<file path="config.mk">
export PLATFORM = sky130hd
export DESIGN_NAME = mvu_pe_simd_acc_binary
export DESIGN_NICKNAME = d
export VERILOG_FILES = /design/src/rtl/mvu_pe_simd_acc_binary.sv
export SDC_FILE = /design/constraint.sdc
export NUM_CORES = 1
export LEC_CHECK = 0
export CAP_MARGIN = 15
export CORE_UTILIZATION = 57
export CTS_CLUSTER_SIZE = 25
export DETAILED_ROUTE_END_ITERATION = 6
export PLACE_DENSITY = 0.8
export SYNTH_ARGS = -nofsm -noshare
export SYNTH_HDL_FRONTEND = slang
export SYNTH_SLANG_ARGS = --single-unit
</file>
<file path="constraint.sdc">
create_clock -name aclk -period 3.15 [get_ports aclk]
set_input_delay 0.315 -clock aclk [delete_from_list [all_inputs] [get_ports aclk]]
set_output_delay 0.315 -clock aclk [all_outputs]
set_load 0.03 [all_outputs]
</file>
<file path="src/rtl/mvu_pe_simd_acc_binary.sv">
// mvu_pe_simd_acc_binary: SIMD bipolar/XNOR lane products, adder tree
// and fold accumulator for one MVAU processing element.
module mvu_pe_simd_acc_binary #(
    parameter int SIMD  = 4,
    parameter int TSrcI = 4,
    parameter int TW    = 1,
    parameter int TDstI = 16,
    parameter int SF    = 8,
    parameter int MODE  = 0
) (
    input  logic                  aclk,
    input  logic                  rst,
    input  logic                  ce,
    input  logic                  in_v,
    input  logic [SIMD*TSrcI-1:0] in_act,
    input  logic [SIMD*TW-1:0]    in_wgt,
    output logic                  out_v,
    output logic [TDstI-1:0]      out
);
    localparam int XW = (MODE == 1) ? TW : TSrcI;
    localparam int PW = XW + 1;
    localparam int SW = PW + $clog2(SIMD);
    localparam int CW = (SF > 1) ? $clog2(SF) : 1;

    logic [PW-1:0]           lane_d [SIMD];
    logic [PW-1:0]           lane_q [SIMD];
    logic                    v1;
    logic                    v2;
    logic                    vq;
    logic signed [SW-1:0]    sum_d;
    logic signed [SW-1:0]    sum_q;
    logic signed [TDstI-1:0] sum_ext;
    logic [TDstI-1:0]        acc;
    logic [TDstI-1:0]        acc_nxt;
    logic [CW-1:0]           cnt;

    for (genvar i = 0; i < SIMD; i++) begin : g_lane
        if (MODE == 2) begin : g_xnor
            assign lane_d[i] = {{(PW-1){1'b0}},
                                ~(in_act[i*TSrcI] ^ in_wgt[i*TW])};
        end else begin : g_bip
            logic [XW-1:0] x;
            logic          b;
            logic [PW-1:0] xe;
            if (MODE == 1) begin : g_m1
                assign x = in_wgt[i*TW +: TW];
                assign b = in_act[i*TSrcI];
            end else begin : g_m0
                assign x = in_act[i*TSrcI +: TSrcI];
                assign b = in_wgt[i*TW];
            end
            // One extra bit so negating the most negative value cannot wrap
            assign xe        = {x[XW-1], x};
            assign lane_d[i] = b ? xe : (~xe + PW'(1));
        end
    end

    always_comb begin
        sum_d = '0;
        for (int i = 0; i < SIMD; i++) begin
            sum_d = sum_d + SW'(signed'(lane_q[i]));
        end
    end

    assign sum_ext = TDstI'(sum_q);
    assign acc_nxt = (cnt == '0) ? sum_ext : (acc + sum_ext);
    assign out_v   = vq & ce;

    always_ff @(posedge aclk) begin
        if (rst) begin
            v1    <= 1'b0;
            v2    <= 1'b0;
            vq    <= 1'b0;
            sum_q <= '0;
            acc   <= '0;
            cnt   <= '0;
            out   <= '0;
            for (int i = 0; i < SIMD; i++) begin
                lane_q[i] <= '0;
            end
        end else if (ce) begin
            v1 <= in_v;
            for (int i = 0; i < SIMD; i++) begin
                lane_q[i] <= lane_d[i];
            end
            v2    <= v1;
            sum_q <= sum_d;
            vq    <= 1'b0;
            if (v2) begin
                acc <= acc_nxt;
                if (cnt == CW'(SF - 1)) begin
                    out <= acc_nxt;
                    vq  <= 1'b1;
                    cnt <= '0;
                end else begin
                    cnt <= cnt + CW'(1);
                end
            end
        end
    end
endmodule

</file>
==> flow_summary_export.csv, run 1 <==
group,metric,value,unit
critical_path,regToRegSetupSlack,0.32,ns
layout,areaGrowthSynthToFinish,16.4,%
detailed_routing,drtIter0Drc,165,
synthesis,synth_edf_count,20,
critical_path,slowest_delay,0.57,ns
die,start_util,0.604,
synthesis,synth.top_cells.by_count,"58 x nor2_1, 45 x dfxtp_1, 40 x inv_1",
global_routing,grt_pass1_vias,3080,
detailed_routing,wirelength,8060,um
critical_path,cp-end-kind,"register",
timing,timing.fmax,353,MHz
global_routing,antenna_found_initial,0,
run,maxCapViolCount,0,
layout,drive_gt1_frac,0.0566,
placed_design,dp_cells,538,
synthesis,ys_seq_elements,65,
critical_path,crit_chain,"inv_1, fa_1, fa_1, inv_1, ha_1, a21o_1, a21oi_1, o21bai_1, a21oi_1, xnor2_1, o22ai_1",
placed_design,gp_congestion,0.856,
timing,slew-limit-headroom,0.431,
cts,clkSlewWorstSetupHoldPaths,0.07,ns
die,die_w,84.9,um
cts,cts-resized-gates,0,
synthesis,synth_top_cell_by_area,"dfxtp_1",
synthesis,yosysMostFrequentCell,"nor2_1",
timing,hold-worst-slack,0.453,ns
critical_path,critPathArrivalTime,3.03,ns
timing,rsz0062_at_grt,"false",
die,fp.dieH,84.9,um
detailed_routing,wire_per_inst,14.6,um
die,die_area,7210,um2
timing,finalSetupViolations,0,
synthesis,synthArstFlopShare,0,
power,power_leakage,0.00192,uW
power,power_frac_seq,0.411,
detailed_routing,routed-via-count,3138,
layout,finalCoreUtilization,0.703,
timing,hold_violations,0,
cts,clk-insertion-delay-late,0.35,ns
critical_path,startpoint_type,"register",
status,status,"finished, violations left",
critical_path,rr_worst_depth,11,
power,power_switching,779,uW
layout,fin_cells,554,
timing,final_min_period_over_clock_period,0.898,
detailed_routing,ant_nets,0,
power,ir_drop,307,uV
cts,root_buffer,"clkbuf_8",
global_routing,grt_use_total,0.249,
synthesis,avgSynthCellArea,8.99,um2
cts,numCtsBuffers,9,
power,cellPowerDensity,523,nW/um2
placed_design,port_buffers,40,
timing,worst_pin_slew,0.853,ns
detailed_routing,drtPass1Iterations,7,
power,switching_share,0.326,
synthesis,ys_seq_area_frac,0.383,
detailed_routing,drt_drc_violations_left,4,
layout,fillers,495,
critical_path,critPathKind,"register to register",
power,internal_power,1610,uW
power,pwr-share-clk,0.287,
die,core_area,6490,um2
synthesis,synthFlopType,"dfxtp_1",
status,violations,"DRC",
placed_design,dp_slack,0.305,ns
cts,clock_sinks,65,
worst_hold_path,min_path_type,"register to register",
synthesis,ys_top_cells_by_area,"dfxtp_1 23%, edfxtp_1 15%, ha_1 8.9%",
timing,setup_ws,0.320,ns
synthesis,yosysWarnings,0,
cts,cts_tree,"done",
detailed_routing,vias_per_cell,5.66,
global_routing,grt-ovfl-total,0,
die,rows,29,
synthesis,synth_area,3920,um2
synthesis,yosysTopAreaCellShare,0.230,
cts,cts-hold-fix-buffers,0,
cts,ctsHtreeMaxLevel,3,
synthesis,syn-num-nets,500,
global_routing,grt_pass1_wl,14000,um
power,pwr-share-comb,0.303,
critical_path,crit_fanout,2,
global_routing,grt_max_degree,36,
critical_path,crit_slowest_cell,"fa_1",
worst_hold_path,whs_path_depth,2,
synthesis,yosysUniqueCellTypes,44,
timing,slew_violations,0,
timing,setup_tns,0,ns
timing,min_period,2.83,ns
critical_path,crit_required,3.35,ns
cts,cts_setup_buffers,0,
layout,nNetsFinal,536,
placed_design,dp.final_hpwl,5880,um
die,boundaryPins,41,
cts,cts_max_path_buffers,2,
layout,num_antenna_cells,0,
synthesis,syn_inst,436,
timing,skew,0.00948,ns
## power by group through the flow
stage / sequential [uW] / combinational, uW / clock [uW]
after floorplan: 979 / 564 / 0
after global placement: 994 / 685 / 0
after detailed placement: 997 / 714 / 0
after CTS: 980 / 723 / 691
after global routing: 988 / 822 / 728
final: 981 / 723 / 685
## stage by stage
step | total power, uW | cell area [um2]
2_1_floorplan | 1540 | 3920
3_3_place_gp | 1680 | 4370
3_5_place_dp | 1710 | 4370
4_1_cts | 2390 | 4560
5_1_grt | 2540 | 4560
6_report | 2390 | 4560
## worst paths after layout
check	start	to
setup / recovery	lane_q[2][2]$_SDFFCE_PN0P_	sum_q[6]$_SDFFE_PP0P_
hold / removal	out[9]$_SDFFE_PP0P_	out[9]$_SDFFE_PP0P_
setup reg to reg	lane_q[2][2]$_SDFFCE_PN0P_	sum_q[6]$_SDFFE_PP0P_
hold reg to reg	out[9]$_SDFFE_PP0P_	out[9]$_SDFFE_PP0P_
## placed cells by master, fill, tap and decap left out, types with 2 or more instances in the layout
master           instances
xor2_1                   5
ha_1                    28
and2_1                   2
clkbuf_8                13
nand2b_1                 3
or3_1                    4
o211ai_1                 3
fa_1                    12
a211oi_1                14
nor2b_1                  6
inv_1                   40
o21ai_1                  6
a211oi_2                 3
a31oi_1                  4
clkinv_2                 2
and3_1                   2
nor2_1                  58
mux2i_1                 15
buf_4                    4
xnor2_1                 17
a21oi_1                 37
a32o_1                   4
clkdlybuf4s50_1         40
nor3_1                  16
a21o_1                  12
nand3_1                  2
dfxtp_1                 45
edfxtp_1                20
nand2_1                 24
o21ai_0                 20
## worst max-delay path: cells and delay by family (launching register included)
family,cells,cell delay [ns]
flops,1,0.36
xor+xnor,1,0.14
fa+ha+maj,3,1.30
buf+inv,2,0.14
compound gates,5,0.75
## routing by layer
layer / global-route usage / up-vias / routed length [um] / part of all wire
met1: 0.316 / 1469 / 3540 / 0.44
li1: - / 1582 / - / -
met3: 0.0506 / 5 / 431 / 0.053
met4: 0.102 / 0 / 76 / 0.0094
met5: 0 / - / 0 / 0
met2: 0.419 / 82 / 4020 / 0.50
## cell families (layout without fill, tap and decap cells)
logic type / after synthesis / in the layout / share of synthesized area
adder cells (fa/ha/maj): 40 / 40 / 0.151
AO/OA/AOI/OAI: 113 / 113 / 0.184
flip-flops: 65 / 65 / 0.383
XOR/XNOR: 22 / 22 / 0.0492
buffers and inverters: 59 / 100 / 0.0574
multiplexers: 15 / 15 / 0.0383
AND/OR/NAND/NOR: 122 / 122 / 0.137
## registers in the layout, indices dropped and copies added (netlist names)
signal / flops
sum_q: 7
vq: 1
v2: 1
acc: 16
out: 16
cnt: 3
v1: 1
lane_q: 20
## area by class of cell
class / count / area [um2] / share of cell area
Clock buffer: 14 / 183 / 0.0400
Clock inverter: 2 / 10.0 / 0.00219
Inverter: 40 / 150 / 0.0329
Multi-Input combinational cell: 312 / 2190 / 0.481
Sequential cell: 65 / 1500 / 0.329
Tap cell: 77 / 96.3 / 0.0211
Timing Repair Buffer: 44 / 430 / 0.0943
Power figures use the tool's default switching activity.
==> run 2: changes to the inputs <==
REMOVE_ABC_BUFFERS = 1   (was unset)
SLEW_MARGIN = 25   (was unset)
==> flow_summary_export.csv, run 2 (synthesized netlist as in run 1, its figures left out) <==
group,metric,value,unit
critical_path,critPathArrivalTime,3.08,ns
cts,cts_setup_buffers,0,
layout,largest-register,"lane_q",
critical_path,critPathKind,"register to register",
global_routing,grt-ovfl-total,0,
worst_hold_path,min_path_type,"register to register",
layout,areaGrowthSynthToFinish,16.9,%
timing,min_period,2.89,ns
power,power_leakage,0.00193,uW
die,die_area,7210,um2
layout,layout_commonest_cell,"nor2_1",
power,internal_power,1610,uW
run,maxCapViolCount,0,
detailed_routing,vias_per_cell,5.74,
critical_path,crit_fanout,2,
die,rows,29,
detailed_routing,drtIter0Drc,145,
cts,root_buffer,"clkbuf_8",
detailed_routing,wl_met1,3570,um
placed_design,dp.final_hpwl,6060,um
cts,cts-resized-gates,0,
timing,final_min_period_over_clock_period,0.918,
die,boundaryPins,41,
detailed_routing,met2_length,3860,um
detailed_routing,drtPass1Iterations,7,
timing,hold_violations,0,
status,violations,"DRC",
die,core_area,6490,um2
detailed_routing,wl_met3,406,um
detailed_routing,wirelength,8060,um
placed_design,gp_congestion,0.872,
cts,cts_max_path_buffers,2,
timing,finalSetupViolations,0,
detailed_routing,routed-via-count,3186,
detailed_routing,drt_drc_violations_left,1,
placed_design,port_buffers,40,
detailed_routing,ant_nets,0,
global_routing,grt_pass1_vias,3037,
layout,layout_common_cells,"58 x nor2_1, 45 x dfxtp_1, 40 x inv_1, 40 x clkdlybuf4s50_1, 37 x a21oi_1",
critical_path,cp-end-kind,"register",
critical_path,startpoint_type,"register",
layout,nNetsFinal,537,
layout,num_antenna_cells,0,
timing,worst_pin_slew,0.696,ns
cts,cts_tree,"done",
timing,setup_tns,0,ns
timing,hold-worst-slack,0.458,ns
power,ir_drop,374,uV
power,pwr-share-comb,0.303,
timing,slew-limit-headroom,0.536,
cts,clock_sinks,65,
global_routing,grt_use_total,0.244,
power,power_switching,821,uW
global_routing,grt_max_degree,36,
power,pwr-share-clk,0.294,
cts,clk-insertion-delay-late,0.34,ns
power,cellPowerDensity,532,nW/um2
layout,top_regs,"lane_q: 20 flops, acc: 16 flops, out: 16 flops",
cts,cts-hold-fix-buffers,0,
die,die_w,84.9,um
status,status,"finished, violations left",
timing,timing.fmax,346,MHz
detailed_routing,wire_per_inst,14.5,um
die,start_util,0.604,
power,switching_share,0.337,
timing,skew,0.00813,ns
cts,ctsHtreeMaxLevel,3,
power,power_frac_seq,0.403,
cts,numCtsBuffers,9,
global_routing,antenna_found_initial,0,
timing,rsz0062_at_grt,"false",
power,power,2440,uW
global_routing,grt_pass1_wl,13700,um
cts,clkSlewWorstSetupHoldPaths,0.07,ns
critical_path,crit_required,3.34,ns
layout,largest_reg_flops,20,
layout,drive_gt1_frac,0.0607,
timing,slew_violations,0,
die,fp.dieH,84.9,um
detailed_routing,top_layer,"met4",
run 2: per-layer routing:
layer  vias up  global-route usage
met5         -                   0
li1       1600                   -
met3        24              0.0584
met4         0               0.102
met2        95               0.415
met1      1467               0.299
run 2: metrics by stage:
step | utilization | instances | instance area, um2 | setup WS, ns
2_1_floorplan | - | 417 | 3840 | 0.483
3_3_place_gp | 0.674 | 539 | 4380 | 0.402
3_5_place_dp | 0.674 | 539 | 4380 | 0.247
4_1_cts | 0.705 | 555 | 4580 | 0.231
5_1_grt | 0.705 | 555 | 4580 | 0.0920
6_report | 0.705 | 555 | 4580 | 0.260
run 2: path summary, 6_finish.rpt:
path                                end  slack [ns]                        from  cells after the start
setup / recovery  sum_q[6]$_SDFFE_PP0P_        0.26  lane_q[3][2]$_SDFFCE_PN0P_                     11
hold / removal      out[9]$_SDFFE_PP0P_        0.46         out[9]$_SDFFE_PP0P_                      2
setup reg to reg  sum_q[6]$_SDFFE_PP0P_        0.26  lane_q[3][2]$_SDFFCE_PN0P_                     11
hold reg to reg     out[9]$_SDFFE_PP0P_        0.46         out[9]$_SDFFE_PP0P_                      2
run 2: final cells by class:
type                       count  area, um2
clock buffer                   9        124
clock inverter                 7       77.6
fill                         503       1910
inverter                      40        150
multi-input combinational    312       2190
sequential                    65       1500
tap                           77       96.3
timing repair buffer          45        438
run 2: power groups by stage:
stage	clock, uW	sequential (uW)	combinational, uW
after floorplan	0	980	553
after global placement	0	997	698
after detailed placement	0	999	732
after CTS	728	981	738
after global routing	763	991	840
final	715	982	738
run 2: worst max-delay path: stages (launching register included):
cell and delay [ns]:
edfxtp_1 0.33, inv_1 0.06, fa_1 0.51, fa_1 0.58
inv_1 0.07, ha_1 0.29, a21o_1 0.18, a21oi_1 0.24
o21bai_1 0.09, a21oi_1 0.18, xnor2_1 0.13, o22ai_1 0.07
==> run 3: changes to the inputs <==
CORE_UTILIZATION = 59   (was 57)
CTS_BUF_LIST = sky130_fd_sc_hd__clkbuf_8   (was unset)
PLACE_DENSITY = 0.83   (was 0.8)
==> flow_summary_export.csv, run 3 (synthesized netlist as in run 1, its figures left out) <==
group,metric,value,unit
timing,setup_tns,0,ns
timing,slew_violations,0,
timing,rsz0062_at_grt,"false",
placed_design,port_buffers,40,
detailed_routing,ant_nets,0,
die,start_util,0.614,
timing,slew-limit-headroom,0.533,
cts,numCtsBuffers,9,
power,cellPowerDensity,562,nW/um2
critical_path,rr_worst_depth,11,
power,switching_share,0.311,
global_routing,grt-ovfl-total,0,
layout,layout_commonest_cell,"nor2_1",
timing,final_min_period_over_clock_period,0.905,
detailed_routing,vias_per_cell,5.82,
critical_path,regToRegSetupSlack,0.30,ns
cts,ctsHtreeMaxLevel,3,
die,die_w,83.5,um
power,pwr-share-comb,0.292,
critical_path,r2r-start,"lane_q[2][2]$_SDFFCE_PN0P_",
layout,largest-register,"lane_q",
layout,layout_common_cells,"58 x nor2_1, 45 x dfxtp_1, 41 x inv_1, 40 x clkdlybuf4s50_1, 37 x a21oi_1",
critical_path,crit_required,3.35,ns
run,maxCapViolCount,0,
timing,skew,0.00695,ns
global_routing,grt_use_total,0.268,
worst_hold_path,min_path_type,"register to register",
placed_design,gp_congestion,0.882,
layout,nNetsFinal,538,
power,pwr-share-clk,0.334,
detailed_routing,drtPass1Iterations,5,
power,ir_drop,537,uV
placed_design,dp_slack,0.326,ns
die,rows,29,
critical_path,startpoint_type,"register",
critical_path,cp-startpoint,"lane_q[2][2]$_SDFFCE_PN0P_",
global_routing,grt_max_degree,36,
power,power_switching,808,uW
power,power_frac_seq,0.374,
layout,finalCoreUtilization,0.725,
timing,timing.fmax,351,MHz
die,core_area,6390,um2
power,power,2600,uW
cts,cts-resized-gates,0,
cts,cts_setup_buffers,0,
die,fp.dieH,83.5,um
cts,root_buffer,"clkbuf_8",
timing,setup_ws,0.298,ns
timing,min_period,2.85,ns
cts,clkSlewWorstSetupHoldPaths,0.07,ns
layout,num_antenna_cells,0,
timing,finalSetupViolations,0,
detailed_routing,routed-via-count,3238,
timing,worst_pin_slew,0.700,ns
critical_path,r2r_end,"sum_q[6]$_SDFFE_PP0P_",
cts,cts_tree,"done",
die,boundaryPins,41,
placed_design,dp.final_hpwl,6090,um
global_routing,grt_pass1_vias,3314,
status,status,"finished clean",
detailed_routing,wirelength,8340,um
layout,drive_gt1_frac,0.0605,
critical_path,critPathArrivalTime,3.05,ns
critical_path,cp-end-kind,"register",
power,power_leakage,0.00196,uW
timing,hold_violations,0,
detailed_routing,drtIter0Drc,127,
critical_path,crit_fanout,2,
global_routing,grt_pass1_wl,14900,um
layout,largest_reg_flops,20,
critical_path,critPathCapture,"sum_q[6]$_SDFFE_PP0P_",
cts,clock_sinks,65,
cts,cts_max_path_buffers,2,
power,internal_power,1790,uW
critical_path,critPathKind,"register to register",
layout,top_regs,"lane_q: 20 flops, acc: 16 flops, out: 16 flops",
die,die_area,6970,um2
cts,clk-insertion-delay-late,0.34,ns
cts,cts-hold-fix-buffers,0,
global_routing,antenna_found_initial,0,
layout,areaGrowthSynthToFinish,18.1,%
detailed_routing,drt_drc_violations_left,0,
detailed_routing,wire_per_inst,15.0,um
## run 3: changes by cell type in the layout (fill, tap and decap cells not counted)
cell / before / now
clkinv_4: 2 / 0
inv_1: 40 / 41
buf_4: 5 / 6
clkbuf_8: 9 / 10
inv_6: 2 / 0
bufinv_16: 1 / 3
## run 3: per-layer routing
metal	wire length, um	vias to the layer above	share of wire	track usage
met4	196	0	0.023	0.119
met3	440	17	0.053	0.0514
met5	0	-	0	0
met1	3580	1531	0.43	0.330
li1	-	1591	-	-
met2	4120	99	0.49	0.458
## run 3: layout make-up
| class | count | area, um2 |
|---|---|---|
| Timing Repair Buffer | 46 | 445 |
| Tap cell | 77 | 96.3 |
| Multi-Input combinational cell | 312 | 2190 |
| Clock buffer | 10 | 138 |
| Clock inverter | 6 | 106 |
| Fill cell | 464 | 1760 |
| Inverter | 40 | 150 |
| Sequential cell | 65 | 1500 |
## run 3: per-stage QoR
| step | hold WS, ns | cells | instance area (um2) |
|---|---|---|---|
| global route | 0.480 | 556 | 4630 |
| detailed placement | 0.449 | 540 | 4390 |
| global placement | 0.444 | 540 | 4390 |
| finish | 0.458 | 556 | 4630 |
| CTS | 0.458 | 556 | 4630 |
| floorplan | 0.384 | 417 | 3840 |
## run 3: worst max-delay path, cell delays in order, from the launching register on
cell      delay [ns]
edfxtp_1        0.37
inv_1           0.09
fa_1            0.45
fa_1            0.58
inv_1           0.06
ha_1            0.28
a21o_1          0.17
a21oi_1         0.20
o21bai_1        0.10
a21oi_1         0.19
xnor2_1         0.14
o22ai_1         0.08
## run 3: how the worst min path moves through the flow
| stage | to | start | slack (ns) | cells past startpoint |
|---|---|---|---|---|
| 2_1_floorplan | acc[1]$_SDFFE_PP0P_ | rst | 0.38 | 1 |
| 3_3_place_gp | out[9]$_SDFFE_PP0P_ | out[9]$_SDFFE_PP0P_ | 0.44 | 2 |
| 3_5_place_dp | out[1]$_SDFFE_PP0P_ | out[1]$_SDFFE_PP0P_ | 0.45 | 2 |
| 4_1_cts | out[1]$_SDFFE_PP0P_ | out[1]$_SDFFE_PP0P_ | 0.46 | 2 |
| 5_1_grt | out[9]$_SDFFE_PP0P_ | out[9]$_SDFFE_PP0P_ | 0.48 | 2 |
| 6_report | out[1]$_SDFFE_PP0P_ | out[1]$_SDFFE_PP0P_ | 0.46 | 2 |
## run 3: power by group through the flow
stage,Clock (uW),Combinational [uW],Sequential (uW)
after floorplan,0,553,980
after global placement,0,712,986
after detailed placement,0,750,989
after CTS,878,758,971
after global routing,917,858,979
final,869,761,973
